`src/rtl/jtbubl_shared_arb.sv`:
```
// jtbubl_shared_arb
// Shares one single-port synchronous RAM between two CPUs. Requester A is
// the main Z80, requester B is the sub Z80 (or MCU). A CPU that is not
// being served is held off through its wait_n line. Read data is returned
// on a registered output that keeps its value until the next access by
// the same requester.
//
// Optional build macro: JTBUBL_SHARED_ARB_RR_EN
//   defined   : simultaneous requests are granted round-robin
//   undefined : requester A always wins simultaneous requests
//
// Ports
//   rst             asynchronous reset, active-high
//   clk24           system clock
//   x_cs            access request (level), x = a or b
//   x_we            write strobe, sampled at grant
//   x_addr, x_din   address / write data, sampled at grant
//   x_dout          registered read data
//   x_wait_n        low while the request is pending (combinational)
//   ram_addr        registered RAM address
//   ram_din         registered RAM write data
//   ram_we          RAM write enable, one-cycle pulse
//   ram_dout        RAM read data, valid one clk24 after ram_addr
module jtbubl_shared_arb #(
  parameter int AW = 13,
  parameter int DW = 8
) (
  input  logic          rst,
  input  logic          clk24,
  input  logic          a_cs,
  input  logic          a_we,
  input  logic [AW-1:0] a_addr,
  input  logic [DW-1:0] a_din,
  output logic [DW-1:0] a_dout,
  output logic          a_wait_n,
  input  logic          b_cs,
  input  logic          b_we,
  input  logic [AW-1:0] b_addr,
  input  logic [DW-1:0] b_din,
  output logic [DW-1:0] b_dout,
  output logic          b_wait_n,
  output logic [AW-1:0] ram_addr,
  output logic [DW-1:0] ram_din,
  output logic          ram_we,
  input  logic [DW-1:0] ram_dout
);

  typedef enum logic [1:0] {
    ST_IDLE = 2'd0,
    ST_ACC  = 2'd1,
    ST_CAP  = 2'd2
  } state_t;

  state_t state_r;
  state_t state_nx_s;

  logic owner_r;      // 1'b0 = A, 1'b1 = B
  logic rr_last_r;    // last requester served, 1'b1 = B
  logic served_a_r;
  logic served_b_r;
  logic pend_a_s;
  logic pend_b_s;
  logic grant_s;
  logic cap_s;
  logic win_b_s;

  // A request is pending until its access completes; it re-arms only once cs drops
  assign pend_a_s = a_cs & ~served_a_r;
  assign pend_b_s = b_cs & ~served_b_r;
  assign a_wait_n = ~pend_a_s;
  assign b_wait_n = ~pend_b_s;

  // Winner selection among pending requesters
  always_comb begin
    win_b_s = 1'b0;
    if (pend_a_s && pend_b_s) begin
`ifdef JTBUBL_SHARED_ARB_RR_EN
      // Grant whoever was not served last
      win_b_s = ~rr_last_r;
`else
      // Fixed priority to A; the pointer is kept live so both builds carry the same state
      win_b_s = rr_last_r & 1'b0;
`endif
    end else if (pend_b_s) begin
      win_b_s = 1'b1;
    end else begin
      win_b_s = 1'b0;
    end
  end

  // Next-state and control strobes
  always_comb begin
    state_nx_s = state_r;
    grant_s    = 1'b0;
    cap_s      = 1'b0;
    case (state_r)
      ST_IDLE: begin
        if (pend_a_s || pend_b_s) begin
          grant_s    = 1'b1;
          state_nx_s = ST_ACC;
        end else begin
          state_nx_s = ST_IDLE;
        end
      end
      ST_ACC: begin
        state_nx_s = ST_CAP;
      end
      ST_CAP: begin
        cap_s      = 1'b1;
        state_nx_s = ST_IDLE;
      end
      default: begin
        state_nx_s = ST_IDLE;
      end
    endcase
  end

  // State register
  always_ff @(posedge clk24 or posedge rst) begin
    if (rst) begin
      state_r <= ST_IDLE;
    end else begin
      state_r <= state_nx_s;
    end
  end

  // RAM request registers, read-data capture and round-robin pointer
  always_ff @(posedge clk24 or posedge rst) begin
    if (rst) begin
      ram_addr  <= {AW{1'b0}};
      ram_din   <= {DW{1'b0}};
      ram_we    <= 1'b0;
      owner_r   <= 1'b0;
      rr_last_r <= 1'b1;
      a_dout    <= {DW{1'b0}};
      b_dout    <= {DW{1'b0}};
    end else begin
      ram_we <= 1'b0;
      if (grant_s) begin
        owner_r  <= win_b_s;
        ram_addr <= win_b_s ? b_addr : a_addr;
        ram_din  <= win_b_s ? b_din  : a_din;
        ram_we   <= win_b_s ? b_we   : a_we;
      end
      if (cap_s) begin
        // Writes also capture whatever the RAM returns; the CPU ignores it
        if (owner_r) begin
          b_dout <= ram_dout;
        end else begin
          a_dout <= ram_dout;
        end
        rr_last_r <= owner_r;
      end
    end
  end

  // Served flags: cleared whenever cs is low (wins over set), set on completion
  always_ff @(posedge clk24 or posedge rst) begin
    if (rst) begin
      served_a_r <= 1'b0;
      served_b_r <= 1'b0;
    end else begin
      if (!a_cs) begin
        served_a_r <= 1'b0;
      end else if (cap_s && !owner_r) begin
        served_a_r <= 1'b1;
      end
      if (!b_cs) begin
        served_b_r <= 1'b0;
      end else if (cap_s && owner_r) begin
        served_b_r <= 1'b1;
      end
    end
  end

endmodule

```
`config.mk`:
```
export PLATFORM = sky130hd
export DESIGN_NAME = jtbubl_shared_arb
export DESIGN_NICKNAME = d
export VERILOG_FILES = /design/src/rtl/jtbubl_shared_arb.sv
export SDC_FILE = /design/constraint.sdc
export NUM_CORES = 1
export LEC_CHECK = 0
export CORE_UTILIZATION = 39
export CTS_BUF_LIST = sky130_fd_sc_hd__clkbuf_16
export DETAILED_ROUTE_END_ITERATION = 8
export PLACE_DENSITY = 0.8
export SETUP_SLACK_MARGIN = 0.02
export SLEW_MARGIN = 20
export SYNTH_ARGS = -nofsm -noshare
export SYNTH_HDL_FRONTEND = slang
export SYNTH_SLANG_ARGS = --single-unit
```
`constraint.sdc`:
```
create_clock -name clk24 -period 1.8 [get_ports clk24]
set_input_delay 0.54 -clock clk24 [delete_from_list [all_inputs] [get_ports clk24]]
set_output_delay 0.54 -clock clk24 [all_outputs]
set_load 0.02 [all_outputs]
```
==> results <==
through the flow:
step                instance area (sq um)  setup TNS [ns]  hold WS (ns)  cells  setup slack [ns]
floorplan                            1820               0         0.465    129             0.239
global placement                     2910           -4.74         0.480    280            -0.535
detailed placement                   2910           -5.63         0.493    280            -0.535
CTS                                  3040          -0.105         0.503    288            -0.105
global route                         3090               0         0.520    288             0.103
finish                               3090               0         0.497    288             0.144
worst register-to-register path: stages (launching register included):
cell and delay (ns):
dfrtp_1 0.37, and2b_1 0.23, buf_4 0.13, nand3_1 0.13, buf_4 0.21, o221a_2 0.25
sequential cells by signal (all words and copies together) (netlist names):
signal,cells
b_dout,8
owner_r,1
ram_we,1
a_dout,8
served_b_r,1
ram_addr,13
served_a_r,1
ram_din,8
state_r,2
path summary, 6_finish.rpt:
check	start	end	slack [ns]	depth (start not counted)
setup / recovery	a_cs	a_wait_n	0.14	4
hold / removal	a_dout[0]	a_dout[0]	0.50	1
setup reg to reg	served_b_r	ram_addr[5]	0.37	5
hold reg to reg	a_dout[0]	a_dout[0]	0.50	1
max in group asynchronous	rst	ram_addr[0]	0.99	3
min in group asynchronous	rst	b_dout[5]	0.62	3
logic make-up (layout without fill, tap and decap cells):
group           count (synthesis)  count (layout)
mux                            16              16
buf+inv                        13             120
simple gates                   29              29
flops                          43              43
compound gates                 28              28
Yosys cell counts, drive strengths merged:
| cell type | number |
|---|---|
| dfrtp | 43 |
| nand3b | 22 |
| o221a | 21 |
| mux2 | 16 |
| buf | 5 |
| clkbuf | 4 |
| inv | 4 |
| a21boi | 3 |
| a21oi | 2 |
| nand3 | 2 |
| nor2b | 2 |
| and2b | 1 |
| nor2 | 1 |
| nor3b | 1 |
| o21a | 1 |
| o21ai | 1 |
metal layers:
layer	up-vias	track usage (%)	routed length, microns	share of wire, %
met5	-	0	0	0
met2	67	36.5	2370	50
met1	733	23.4	1970	42
met3	6	3.75	276	5.9
met4	0	9.33	85	1.8
li1	701	-	-	-
layout make-up:
cell class                      instances  area [sq um]
Fill cell                             361          1320
Sequential cell                        43          1080
Tap cell                               52          65.1
Inverter                                4          15.0
Timing Repair Buffer                  108          1080
Clock inverter                          3          38.8
Clock buffer                            5           125
Multi-Input combinational cell         73           693
report_power, final:
part	internal [W]	leakage, nW	switching [W]
registers	0.00144	0.495	0.000254
logic	0.00135	0.842	0.00128
clock network	0.000646	0.0812	0.000340
what timing repair did:
action | 4_1_cts | 5_1_grt
setup endpoints to repair | 22 | 19
hold buffers | 0 | 0
setup buffers | 0 | 0
gates resized for setup | 31 | 22
==> impl_metrics.env <==
export IMPL_vdd_drop_max_mv=0.876
export IMPL_max_stage_delay_ns=0.22
export IMPL_io_pins=96
export IMPL_htreeDepth=2
export IMPL_hold_violations=0
export IMPL_clk_latency_ns=0.28
export IMPL_yosysUniqueCellTypes=20
export IMPL_rsz0062_at_grt="no"
export IMPL_tightest_slew_ns=0.517
export IMPL_gp_congestion=0.757
export IMPL_path_buf_inv=3
export IMPL_cts_tree="done"
export IMPL_initial_utilization_pct=41.3
export IMPL_drt_vias_per_instance=5.23
export IMPL_clk_path_buf_depth=2
export IMPL_crit_family="buffers and inverters"
export IMPL_synth_top_family_by_area="compound AO/OA/AOI/OAI gates"
export IMPL_relSlewSlack_pct=65.5
export IMPL_timing_worst_setup_path_type="in2out"
export IMPL_startpoint_type="input pin"
export IMPL_status="complete, no violations"
export IMPL_muxShareOfSynthArea_pct=9.89
export IMPL_synthAdderAreaFrac_pct=0
export IMPL_drive_gt1_share_pct=28.0
export IMPL_grt_max_degree=44
export IMPL_ant_nets=0
export IMPL_synth_area_per_cell_sq_um=14.1
export IMPL_drv_slew=0
export IMPL_grt_pass1_vias=1604
export IMPL_fp_row_count=24
export IMPL_end_kind="output pin"
export IMPL_wl_per_cell_microns=16.3
export IMPL_die_area_sq_um=4950
export IMPL_antenna_cells=0
export IMPL_drtIter0Drc=56
export IMPL_synth_seq_cells=43
export IMPL_synth_top_cell_by_area="dfrtp_1"
export IMPL_syn_cell_area_sq_um=1820
export IMPL_skew_ns=0.00209
export IMPL_yosysTopAreaCellShare_pct=59.1
export IMPL_die_h_microns=70.3
export IMPL_grt_usage_pct=20.4
export IMPL_critical_path_required_ns=1.26
export IMPL_synthTopCellsByArea="dfrtp_1, o221a_2, mux2_2"
export IMPL_fin_util_pct=70.1
export IMPL_fin_nets=291
export IMPL_finalSetupViolations=0
export IMPL_globalRouteOverflowTotal=0
export IMPL_fmax_ghz=0.604
export IMPL_fin_crit_sh_pct=92.0
export IMPL_drc=0
export IMPL_clk_pin_slew_worst_paths_ns=0.06
export IMPL_via_count=1507
export IMPL_max_cap_violations=0
export IMPL_netlist_instances=129
export IMPL_p_per_area_nw_per_um2=1720
export IMPL_routed_wl_microns=4700
export IMPL_dp_hpwl_microns=3460
export IMPL_critPathMaxFanout=2
export IMPL_crit_arrival_ns=1.12
export IMPL_mostFrequentLayoutCell="clkdlybuf4s50_1"
export IMPL_crit_slowest_cell="dlygate4sd2_1"
export IMPL_antenna_found_initial=0
export IMPL_yosysWarnings=0
export IMPL_cts_sinks=43
export IMPL_synth_compound_area_share_pct=15.7
export IMPL_grt_pass1_wl_microns=7740
export IMPL_finalCriticalPeriod_ns=1.66
export IMPL_p_total_w=0.00531
export IMPL_core_sq_um=4410
export IMPL_synthSimpleGateAreaFrac_pct=12.1
export IMPL_syn_to_final_growth_pct=69.8
export IMPL_ys_seq_area_share_pct=59.1
export IMPL_final_cell_mix="clkdlybuf4s50_1, dfrtp_1, nand3b_1, o221a_2, dlygate4sd2_1"
export IMPL_numCtsBuffers=5
export IMPL_path_cells="dlygate4sd2_1, nor2b_4, inv_2, buf_4"
export IMPL_p_leak_nw=1.42
export IMPL_first_pass_iters=5
export IMPL_die_w_microns=70.3
export IMPL_place_port_buffers=95
export IMPL_synth_nets=185
export IMPL_synth_xor_area_share_pct=0
export IMPL_hold_class="reg2reg"
export IMPL_cts_root_buf="clkbuf_16"
(Power assumes the default switching activity.)
